[src/rtl/ws2812_pkg.sv]
// Shared types and constants for the WS2812 LED datapath.
// Used by pattern_controller and ws2812_frame_scheduler.
package ws2812_pkg;

    typedef enum logic [1:0] {
        IDLE,
        SEND,
        WAIT_TX,
        LATCH
    } state_t;

    // Colors are packed G[23:16], R[15:8], B[7:0]
    localparam logic [23:0] GRB_BLACK = 24'h000000;
    localparam logic [23:0] GRB_RED   = 24'h00FF00;
    localparam logic [23:0] GRB_GREEN = 24'hFF0000;
    localparam logic [23:0] GRB_BLUE  = 24'h0000FF;
    localparam logic [23:0] GRB_WHITE = 24'hFFFFFF;

    localparam int LATCH_US_DEFAULT = 60;

    function automatic int latch_cycles(input int clk_hz, input int latch_us);
        return clk_hz / 1_000_000 * latch_us;
    endfunction

endpackage

[src/rtl/ws2812_frame_scheduler_latch_timer.sv]
// Latch-gap down-counter: load, decrement while running, flag the
// final cycle so the owner can leave the gap exactly on time.
module ws2812_latch_timer
    import ws2812_pkg::*;
#(
    parameter int LATCH_CYC = 6000
) (
    input  logic clk,
    input  logic reset,
    input  logic load,
    input  logic run,
    output logic done
);

    localparam int W = (LATCH_CYC > 1) ? $clog2(LATCH_CYC) : 1;
    localparam logic [W-1:0] LOAD_VAL = W'(LATCH_CYC - 1);

    logic [W-1:0] cnt;

    always_ff @(posedge clk or posedge reset) begin
        if (reset) begin
            cnt <= '0;
        end else if (load) begin
            cnt <= LOAD_VAL;
        end else if (run && cnt != '0) begin
            cnt <= cnt - 1'b1;
        end
    end

    // High in the cycle whose edge brings the count to zero
    assign done = run && (cnt == W'(1));

endmodule

[src/rtl/ws2812_frame_scheduler.sv]
// Frame scheduler: shadow-buffers frames, streams GRB words over
// valid/ready, then holds the WS2812 latch gap before the next frame.
module ws2812_frame_scheduler
    import ws2812_pkg::*;
#(
    parameter int NUM_LED  = 8,
    parameter int CLK_HZ   = 100_000_000,
    parameter int LATCH_US = LATCH_US_DEFAULT
) (
    input  logic                  clk,
    input  logic                  reset,
    input  logic                  frame_start,
    input  logic [NUM_LED*24-1:0] frame_data,
    output logic [23:0]           pix_data,
    output logic                  pix_valid,
    input  logic                  pix_ready,
    output logic                  pix_last,
    input  logic                  tx_idle,
    output logic                  busy,
    output logic                  frame_done,
    output logic [7:0]            overrun_cnt
);

    localparam int LATCH_CYC = latch_cycles(CLK_HZ, LATCH_US);
    localparam int IW = (NUM_LED > 1) ? $clog2(NUM_LED) : 1;
    localparam logic [IW-1:0] LAST = IW'(NUM_LED - 1);

    state_t                state;
    logic [NUM_LED*24-1:0] shadow;
    logic [NUM_LED*24-1:0] active;
    logic                  pending;
    logic [IW-1:0]         idx;
    logic [IW-1:0]         nxt;
    logic                  consume;
    logic                  lat_load;
    logic                  lat_run;
    logic                  lat_done;

    assign nxt      = idx + 1'b1;
    assign consume  = (state == IDLE) && pending;
    assign lat_load = (state == WAIT_TX) && tx_idle;
    assign lat_run  = (state == LATCH);

    ws2812_latch_timer #(
        .LATCH_CYC(LATCH_CYC)
    ) u_timer (
        .clk  (clk),
        .reset(reset),
        .load (lat_load),
        .run  (lat_run),
        .done (lat_done)
    );

    always_ff @(posedge clk or posedge reset) begin
        if (reset) begin
            state       <= IDLE;
            shadow      <= '0;
            active      <= '0;
            pending     <= 1'b0;
            idx         <= '0;
            pix_data    <= '0;
            pix_valid   <= 1'b0;
            pix_last    <= 1'b0;
            busy        <= 1'b0;
            frame_done  <= 1'b0;
            overrun_cnt <= '0;
        end else begin
            frame_done <= 1'b0;

            // A capture in the consume cycle refills the slot, not an overrun
            if (frame_start) begin
                shadow  <= frame_data;
                pending <= 1'b1;
                if (pending && !consume && overrun_cnt != 8'hFF)
                    overrun_cnt <= overrun_cnt + 1'b1;
            end else if (consume) begin
                pending <= 1'b0;
            end

            unique case (state)
                IDLE: begin
                    if (pending) begin
                        active    <= shadow;
                        idx       <= '0;
                        pix_data  <= shadow[23:0];
                        pix_valid <= 1'b1;
                        pix_last  <= (NUM_LED == 1);
                        busy      <= 1'b1;
                        state     <= SEND;
                    end
                end
                SEND: begin
                    if (pix_ready) begin
                        if (idx == LAST) begin
                            pix_valid <= 1'b0;
                            pix_last  <= 1'b0;
                            state     <= WAIT_TX;
                        end else begin
                            idx      <= nxt;
                            pix_data <= active[32'(nxt)*24 +: 24];
                            pix_last <= (nxt == LAST);
                        end
                    end
                end
                WAIT_TX: begin
                    if (tx_idle) begin
                        if (LATCH_CYC <= 1) begin
                            frame_done <= 1'b1;
                            busy       <= 1'b0;
                            state      <= IDLE;
                        end else begin
                            state <= LATCH;
                        end
                    end
                end
                LATCH: begin
                    if (lat_done) begin
                        frame_done <= 1'b1;
                        busy       <= 1'b0;
                        state      <= IDLE;
                    end
                end
                default: state <= IDLE;
            endcase
        end
    end

endmodule

[config.mk]
export PLATFORM = sky130hd
export DESIGN_NAME = ws2812_frame_scheduler
export DESIGN_NICKNAME = d
export VERILOG_FILES = /design/src/rtl/ws2812_pkg.sv /design/src/rtl/ws2812_frame_scheduler_latch_timer.sv /design/src/rtl/ws2812_frame_scheduler.sv
export SDC_FILE = /design/constraint.sdc
export NUM_CORES = 1
export LEC_CHECK = 0
export ABC_AREA = 1
export CAP_MARGIN = 0
export CORE_ASPECT_RATIO = 1.5
export CORE_MARGIN = 2
export CORE_UTILIZATION = 30
export DETAILED_ROUTE_END_ITERATION = 10
export SYNTH_ARGS = -nofsm -noshare
export SYNTH_HDL_FRONTEND = slang
export SYNTH_HIERARCHICAL = 1
export SYNTH_SLANG_ARGS = --single-unit
[constraint.sdc]
create_clock -name clk -period 16.35 [get_ports clk]
set_input_delay 1.635 -clock clk [delete_from_list [all_inputs] [get_ports clk]]
set_output_delay 1.635 -clock clk [all_outputs]
set_load 0.02 [all_outputs]
==> results.sh, run 1 <==
export IMPL_die_h_um=319.5
export IMPL_setup_violations_final=0
export IMPL_clk_latency_ns=0.58
export IMPL_fin_setup_tns_ns=0
export IMPL_clk_path_buf_depth=3
export IMPL_final_max_slew_violation_count=0
export IMPL_multi_input_area_um2=6482
export IMPL_cts_tree="done"
export IMPL_fin_crit_sh=0.2389
export IMPL_min_path_type="flop to flop"
export IMPL_cap_violations=0
export IMPL_cts_reportedPaths_clkPinSlew_ns=0.06
export IMPL_clock_sinks=439
export IMPL_routed_wirelength_um=57540
export IMPL_start_util=0.3033
export IMPL_fp_row_count=115
export IMPL_powerDensity_nw_per_um2=173.5
export IMPL_final_common_cell="nand2_1"
export IMPL_vdd_drop_max_mv=0.1386
export IMPL_worstPathBufferInverterCount=4
export IMPL_skew_ns=0.03532
export IMPL_die_area_um2=68460
export IMPL_synth_area_top_cells="dfrtp_1 55%, nand2_1 15%, o21ai_0 9.9%, inv_1 8.8%, nand3_1 3.5%"
export IMPL_worst_setup_path_end_kind="async pin"
export IMPL_drt_iter0_drc=1112
export IMPL_grt_max_degree=176
export IMPL_grt_pass1_vias=15480
export IMPL_synth_edf_count=0
export IMPL_die_x_um=214.3
export IMPL_crit_chain="clkdlybuf4s50_1 -> inv_8 -> buf_4 -> buf_4"
export IMPL_crit_type="input port to async pin"
export IMPL_regArea_um2=10990
export IMPL_root_buffer="clkbuf_16"
export IMPL_cpMostUsedCell="buf_4"
export IMPL_setup_ws_ns=12.44
export IMPL_critical_path_max_fanout=109
export IMPL_fin_total_pwr_mw=4.211
export IMPL_synth_nets=2714
export IMPL_routedWlPerCell_um=16.07
export IMPL_ys_async_sr_fraction=1.000
export IMPL_io_pins=233
export IMPL_crit_slowest_cell="buf_4"
export IMPL_synth_area_leader_cell="dfrtp_1"
export IMPL_drc=0
export IMPL_drive_gt1_frac=0.04335
export IMPL_core_um2=65610
export IMPL_rsz0062_at_grt="no"
export IMPL_cp_slowest_stage_delay_ns=0.84
export IMPL_synthCells=2506
export IMPL_dp_slack_ns=11.67
export IMPL_arrival_ns=4.49
export IMPL_dp_hpwl_um=40350
export IMPL_grt_total_usage=0.1695
export IMPL_max_slew_margin_rel=0.2906
export IMPL_outcome="complete, no violations"
export IMPL_port_buffers=232
export IMPL_cts_buffers=43
export IMPL_critPathLaunchType="input port"
export IMPL_vias_per_cell=4.337
export IMPL_final_cell_mix="802 x nand2_1, 467 x inv_1, 438 x dfrtp_1, 395 x o21ai_0, 231 x clkdlybuf4s50_1"
export IMPL_vias=15530
export IMPL_post_cts_resized=0
export IMPL_critical_path_top_delay_family="buffers and inverters"
export IMPL_report_final_hold_viol_count=0
export IMPL_clock_fmax_ghz=0.2560
export IMPL_post_cts_setup_buffer_count=0
export IMPL_ys_flop_type="dfrtp_1"
export IMPL_tightest_slew_ns=1.064
export IMPL_ys_warn_count=6
export IMPL_antenna_found_initial=9
export IMPL_grt_first_pass_wirelength_um=90320
export IMPL_syn_area_um2=19900
export IMPL_cp_required_ns=16.93
export IMPL_synth_top_area_share=0.5520
export IMPL_n_fill_cell=6835
export IMPL_place_congestion=0.8157
export IMPL_ant_nets=0
export IMPL_ys_types=33
export IMPL_p_leak_nw=12.16
export IMPL_synth_seq_cells=439
export IMPL_grt_ovfl_total=0
export IMPL_final_min_clock_period_ns=3.906
export IMPL_fin_nets=2872
export IMPL_ys_seq_area_frac=0.5520
export IMPL_dr_pass1_iters=5
export IMPL_htree_levels=2
export IMPL_syn_to_final_growth_pct=21.95
export IMPL_synth_area_per_cell_um2=7.942
export IMPL_postCtsHoldBufs=0
## layout make-up
class | instances | share of cell area
sequential | 439 | 0.4528
multi-input combinational | 1463 | 0.2671
timing repair buffer | 244 | 0.1001
inverter | 473 | 0.07357
clock buffer | 60 | 0.05114
tap | 877 | 0.04521
clock inverter | 20 | 0.009641
antenna | 4 | 0.0004124
## logic make-up after synthesis
kind of cell,share of synthesized area
buffers and inverters,0.1231
and+or+nand+nor,0.2095
AOI/OAI and AO/OA,0.1049
adders and majority gates,0.006916
xor gates and xnor gates,0.003521
DFF,0.5520
## through the flow
stage          cells  area [µm²]  utilization  hold slack, ns
2_1_floorplan   2506       19900            -          0.4530
3_3_place_gp    3496       22780       0.3473          0.4650
3_5_place_dp    3496       22780       0.3473          0.4726
4_1_cts         3576       24260       0.3697          0.4885
5_1_grt         3580       24270       0.3699          0.5027
6_report        3580       24270       0.3699          0.4823
## layer usage
metal,up-vias,global-route usage,share of wire
met4,10,0.06821,0.038
li1,7871,-,-
met2,301,0.2780,0.47
met1,7257,0.2198,0.44
met5,-,0,0.0010
met3,86,0.03319,0.050
## worst min-delay path, stage by stage, from the launching register on
cell and delay, ns:
dfrtp_1 0.34, nand2_1 0.05, o21ai_0 0.05
## final timing paths
path | slack [ns] | startpoint | cells past startpoint | endpoint
max | 12.44 | reset | 4 | shadow[48]$_DFFE_PP0P_
min | 0.48 | active[154]$_DFFE_PP0P_ | 2 | active[154]$_DFFE_PP0P_
max reg2reg | 12.79 | idx[0]$_DFFE_PP0P_ | 10 | pix_data[14]$_DFFE_PP0P_
min reg2reg | 0.48 | active[154]$_DFFE_PP0P_ | 2 | active[154]$_DFFE_PP0P_
max in group clk | 12.79 | idx[0]$_DFFE_PP0P_ | 10 | pix_data[14]$_DFFE_PP0P_
min in group asynchronous | 1.60 | reset | 2 | u_timer/cnt[5]$_DFFE_PP0P_
## synth_stat cells (2+ instances only)
cell / n
dfrtp_1: 439
nand2_2: 7
o21ai_2: 6
inv_2: 3
nor3_1: 2
ha_1: 11
a21oi_1: 4
clkbuf_1: 57
o21ai_0: 395
nand4_1: 3
nand2_4: 3
buf_2: 51
xor2_1: 3
buf_6: 10
nand2_1: 802
nand3_1: 139
inv_1: 468
xnor2_1: 5
nor2_4: 3
nor2_2: 3
buf_1: 2
nor2_1: 70
buf_4: 10
## registers in the layout, summed over array words and instances (netlist names)
| name | flops |
|---|---|
| frame_done | 1 |
| overrun_cnt | 8 |
| idx | 3 |
| busy | 1 |
| state | 2 |
| pix_valid | 1 |
| shadow | 192 |
| pending | 1 |
| u_timer/cnt | 13 |
| active | 192 |
| pix_data | 24 |
| pix_last | 1 |
## where the power goes
part	internal [mW]	total [mW]	leakage [nW]	switching (mW)
logic	0.519	1.57	6.04	1.05
clock network	0.586	1.03	0.721	0.446
registers	1.42	1.61	5.40	0.191
total	2.52	4.21	12.2	1.69
No activity file was read; power rests on OpenSTA's default activity.
==> run 2: changes to the inputs <==
clock period = 3.8 ns   (was 16.35 ns; I/O delays follow)
==> run 2 against run 1 <==
Sequential share of layout area fell by 0.24 points. Cell count hardly changed. Sequential power rose to 4.4 times the previous value. Via count is 1.3% higher. Worst setup slack worse by 11 ns. Non-clock buffer count grew 5. Critical endpoint is now pix_data[0]$_DFFE_PP0P_. Highest routed layer unchanged.
==> results.sh, run 2 (synthesis results as in run 1) <==
export IMPL_vias=15720
export IMPL_clk_latency_ns=0.57
export IMPL_grtUsageMet1=0.2175
export IMPL_drive_gt1_frac=0.04549
export IMPL_routed_wirelength_um=59400
export IMPL_hold_slack_ns=0.2782
export IMPL_arrival_ns=3.15
export IMPL_reg2reg_depth=8
export IMPL_r2r_slack_ns=1.11
export IMPL_clock_fmax_ghz=0.3714
export IMPL_setup_violations_final=0
export IMPL_core_um2=65610
export IMPL_place_congestion=0.8752
export IMPL_drc=0
export IMPL_rsz0062_at_grt="no"
export IMPL_fin_nets=2878
export IMPL_fin_crit_sh=0.7085
export IMPL_die_h_um=319.5
export IMPL_clk_path_buf_depth=3
export IMPL_tightest_slew_ns=0.9924
export IMPL_crit_type="flop to flop"
export IMPL_regArea_um2=10990
export IMPL_clock_sinks=439
export IMPL_critical_path_max_fanout=52
export IMPL_skew_ns=0.02530
export IMPL_die_x_um=214.3
export IMPL_final_cell_mix="802 x nand2_1, 467 x inv_1, 438 x dfrtp_1, 395 x o21ai_0, 231 x clkdlybuf4s50_1"
export IMPL_vias_per_cell=4.389
export IMPL_final_common_cell="nand2_1"
export IMPL_multi_input_area_um2=6482
export IMPL_dr_pass1_iters=8
export IMPL_ant_nets=0
export IMPL_antenna_found_initial=4
export IMPL_routedWlPerCell_um=16.58
export IMPL_cts_tree="done"
export IMPL_post_cts_setup_buffer_count=0
export IMPL_top_usage_layer="met2"
export IMPL_port_buffers=232
export IMPL_critPathLaunchType="flop"
export IMPL_final_cell_count_no_fill=3582
export IMPL_syn_to_final_growth_pct=22.60
export IMPL_io_pins=233
export IMPL_fp_row_count=115
export IMPL_dp_cells=3501
export IMPL_final_min_clock_period_ns=2.692
export IMPL_report_final_hold_viol_count=0
export IMPL_htree_levels=2
export IMPL_cts_reportedPaths_clkPinSlew_ns=0.07
export IMPL_powerDensity_nw_per_um2=757.9
export IMPL_grt_ovfl_total=0
export IMPL_use_met2=0.2911
export IMPL_cap_violations=0
export IMPL_dp_hpwl_um=43350
export IMPL_root_buffer="clkbuf_16"
export IMPL_p_leak_nw=12.22
export IMPL_min_path_type="input port to async pin"
export IMPL_post_cts_resized=0
export IMPL_cp_required_ns=4.26
export IMPL_final_max_slew_violation_count=0
export IMPL_start_util=0.3033
export IMPL_outcome="complete, no violations"
export IMPL_worst_setup_path_end_kind="flop"
export IMPL_cts_buffers=44
export IMPL_max_slew_margin_rel=0.3384
export IMPL_grt_max_degree=161
export IMPL_top_regs="active x192, shadow x192, pix_data x24"
export IMPL_vdd_drop_max_mv=0.4173
export IMPL_drt_iter0_drc=1152
export IMPL_postCtsHoldBufs=0
export IMPL_die_area_um2=68460
export IMPL_grt_total_usage=0.1738
export IMPL_grt_first_pass_wirelength_um=92590
export IMPL_n_fill_cell=6931
export IMPL_grt_met3_usage=0.03699
export IMPL_grt_pass1_vias=15810
run 2: per-layer routing:
metal  up-vias  share of wire
met4         6          0.042
li1       7895              -
met1      7331           0.42
met2       380           0.48
met5         -        0.00061
met3       110          0.058
run 2: report_power, final:
group          leakage, nW  switching [mW]  internal [mW]
sequential            5.40           0.954           6.09
clock                0.728            1.91           2.56
combinational         6.09            4.71           2.27
total                 12.2            7.57           10.9
run 2: worst max-delay path, stage by stage, from the launching register on:
cell and delay (ns):
dfrtp_4 0.69, ha_1 0.29, ha_1 0.35, nand2_1 0.11, clkinv_1 0.63, nand2_1 0.28, nand3_1 0.10, nand2_1 0.07
inv_1 0.04
run 2: final cells by class:
class	count	area share
clock buffer	64	0.05400
multi-input combinational	1463	0.2657
timing repair buffer	249	0.1052
antenna	1	0.0001026
clock inverter	16	0.006615
tap	877	0.04497
sequential	439	0.4504
inverter	473	0.07302
run 2: final timing paths:
kind | end | start
worst max-delay path | pix_data[0]$_DFFE_PP0P_ | idx[0]$_DFFE_PP0P_
max in group asynchronous | shadow[126]$_DFFE_PP0P_ | reset
min in group clk | shadow[154]$_DFFE_PP0P_ | frame_start
worst max register to register | pix_data[0]$_DFFE_PP0P_ | idx[0]$_DFFE_PP0P_
worst min register to register | active[67]$_DFFE_PP0P_ | active[67]$_DFFE_PP0P_
worst min-delay path | u_timer/cnt[5]$_DFFE_PP0P_ | reset
run 2: metrics by stage:
step | setup slack, ns | area (µm²) | TNS (ns) | total power, mW | utilization
2_1_floorplan | -2.329 | 19910 | -992.34 | 11.70 | -
3_3_place_gp | 1.196 | 22920 | 0 | 14.03 | 0.3493
3_5_place_dp | 1.153 | 22920 | 0 | 14.09 | 0.3493
4_1_cts | 1.122 | 24400 | 0 | 18.63 | 0.3718
5_1_grt | 0.9169 | 24400 | 0 | 19.84 | 0.3718
6_report | 1.108 | 24400 | 0 | 18.49 | 0.3719
==> run 3: changes to the inputs <==
clock period = 2.29 ns   (was 3.8 ns; I/O delays follow)
==> run 3 against run 2 <==
Cell area grew 1.3%. Die area stayed put. Critical path type is now flop to output port. First-iteration DRC count shrank 2.0%. Core utilization is 0.49 points higher. Critical endpoint is now pix_data[14]. Worst hold slack got worse by 0.099 ns. Count of clock-buffer cells in the layout is 1 lower. Register-to-register slack worse by 0.74 ns. Critical path depth decreased by 7. Power up 67%.
==> results.sh, run 3 (synthesis results as in run 1) <==
export IMPL_outcome="complete, no violations"
export IMPL_clock_fmax_ghz=0.5090
export IMPL_critPathLaunchType="flop"
export IMPL_clk_path_buf_depth=3
export IMPL_grt_ovfl_total=0
export IMPL_final_min_clock_period_ns=1.965
export IMPL_fp_row_count=115
export IMPL_start_util=0.3033
export IMPL_cts_buffers=43
export IMPL_fin_nets=2908
export IMPL_dr_pass1_iters=6
export IMPL_clk_latency_ns=0.56
export IMPL_cts_reportedPaths_clkPinSlew_ns=0.07
export IMPL_setup_ws_ns=0.3254
export IMPL_multi_input_area_um2=6482
export IMPL_hold_slack_ns=0.1796
export IMPL_htree_levels=2
export IMPL_reg2reg_depth=11
export IMPL_crit_slowest_cell="clkdlybuf4s50_1"
export IMPL_r2r_end="pix_data[9]$_DFFE_PP0P_"
export IMPL_top_regs="active x192, shadow x192, pix_data x24"
export IMPL_crit_type="flop to output port"
export IMPL_die_area_um2=68460
export IMPL_antenna_found_initial=1
export IMPL_cp_startpoint="pix_data[14]$_DFFE_PP0P_"
export IMPL_cp_endpoint="pix_data[14]"
export IMPL_crit_chain="clkdlybuf4s50_1"
export IMPL_drc=0
export IMPL_cp_slowest_stage_delay_ns=0.68
export IMPL_n_fill_cell=6895
export IMPL_clock_sinks=439
export IMPL_fin_area_um2=24720
export IMPL_syn_to_final_growth_pct=24.20
export IMPL_powerDensity_nw_per_um2=1246
export IMPL_post_cts_resized=0
export IMPL_worstReg2RegStart="idx[0]$_DFFE_PP0P_"
export IMPL_critical_path_top_delay_family="buffers and inverters"
export IMPL_grt_pass1_vias=15810
export IMPL_port_buffers=232
export IMPL_arrival_ns=1.74
export IMPL_ant_nets=0
export IMPL_io_pins=233
export IMPL_drive_gt1_frac=0.05417
export IMPL_post_cts_setup_buffer_count=0
export IMPL_cap_violations=0
export IMPL_dp_hpwl_um=44350
export IMPL_die_h_um=319.5
export IMPL_vias_per_cell=4.363
export IMPL_die_x_um=214.3
export IMPL_worstPathBufferInverterCount=1
export IMPL_place_congestion=0.8572
export IMPL_fin_total_pwr_mw=30.81
export IMPL_regArea_um2=10990
export IMPL_postCtsHoldBufs=1
export IMPL_crit_cells=1
export IMPL_final_cell_mix="802 x nand2_1, 467 x inv_1, 438 x dfrtp_1, 395 x o21ai_0, 231 x clkdlybuf4s50_1"
export IMPL_worst_setup_path_end_kind="output port"
export IMPL_root_buffer="clkbuf_16"
export IMPL_final_common_cell="nand2_1"
export IMPL_r2r_slack_ns=0.37
export IMPL_place_area_um2=23280
export IMPL_max_slew_margin_rel=0.5326
export IMPL_setup_violations_final=0
export IMPL_cts_tree="done"
export IMPL_core_um2=65610
export IMPL_final_max_slew_violation_count=0
export IMPL_fin_crit_sh=0.8579
export IMPL_report_final_hold_viol_count=0
export IMPL_min_path_type="input port to async pin"
export IMPL_cp_required_ns=2.06
export IMPL_vdd_drop_max_mv=0.8012
export IMPL_rsz0062_at_grt="no"
export IMPL_vias=15750
export IMPL_routed_wirelength_um=59510
export IMPL_grt_max_degree=117
export IMPL_critical_path_max_fanout=2
export IMPL_tightest_slew_ns=0.7010
export IMPL_grt_total_usage=0.1746
export IMPL_routedWlPerCell_um=16.48
export IMPL_grt_first_pass_wirelength_um=93160
export IMPL_dp_slack_ns=0.3660
export IMPL_skew_ns=0.02569
export IMPL_drt_iter0_drc=1129
export IMPL_p_leak_nw=12.40
run 3: layout make-up:
type / count / area share
diodes: 1 / 0.0001012
clock buffers: 63 / 0.05148
repair buffers: 280 / 0.1190
well taps: 877 / 0.04439
flip-flops and latches: 439 / 0.4446
multi-input cells: 1463 / 0.2622
inverters: 473 / 0.07208
clock inverters: 14 / 0.006175
run 3: worst min-delay path by stage:
stage | from | endpoint | slack [ns] | cells past startpoint
2_1_floorplan | reset | u_timer/cnt[0]$_DFFE_PP0P_ | 0.11 | 1
3_3_place_gp | active[15]$_DFFE_PP0P_ | active[15]$_DFFE_PP0P_ | 0.47 | 2
3_5_place_dp | active[14]$_DFFE_PP0P_ | active[14]$_DFFE_PP0P_ | 0.47 | 2
4_1_cts | reset | u_timer/cnt[6]$_DFFE_PP0P_ | 0.17 | 2
5_1_grt | frame_data[12] | shadow[12]$_DFFE_PP0P_ | 0.22 | 3
6_report | reset | u_timer/cnt[6]$_DFFE_PP0P_ | 0.18 | 2
run 3: layer usage:
metal	track usage	routed length (µm)
met1	0.2289	26030
met5	0	0
met2	0.2841	28110
met4	0.07809	2673
met3	0.02853	2690
run 3: power by group:
part	internal [mW]	switching [mW]	total, mW
Clock	4.11	3.13	7.24
Combinational	4.06	7.90	12.0
Sequential	10.1	1.51	11.6
Total	18.3	12.5	30.8
run 3: metrics by stage:
step / setup TNS [ns] / cells / utilization
global placement: 0 / 3531 / 0.3548
finish: 0 / 3610 / 0.3767
CTS: 0 / 3609 / 0.3767
global route: 0 / 3610 / 0.3767
floorplan: -1571.27 / 2506 / -
detailed placement: 0 / 3531 / 0.3548
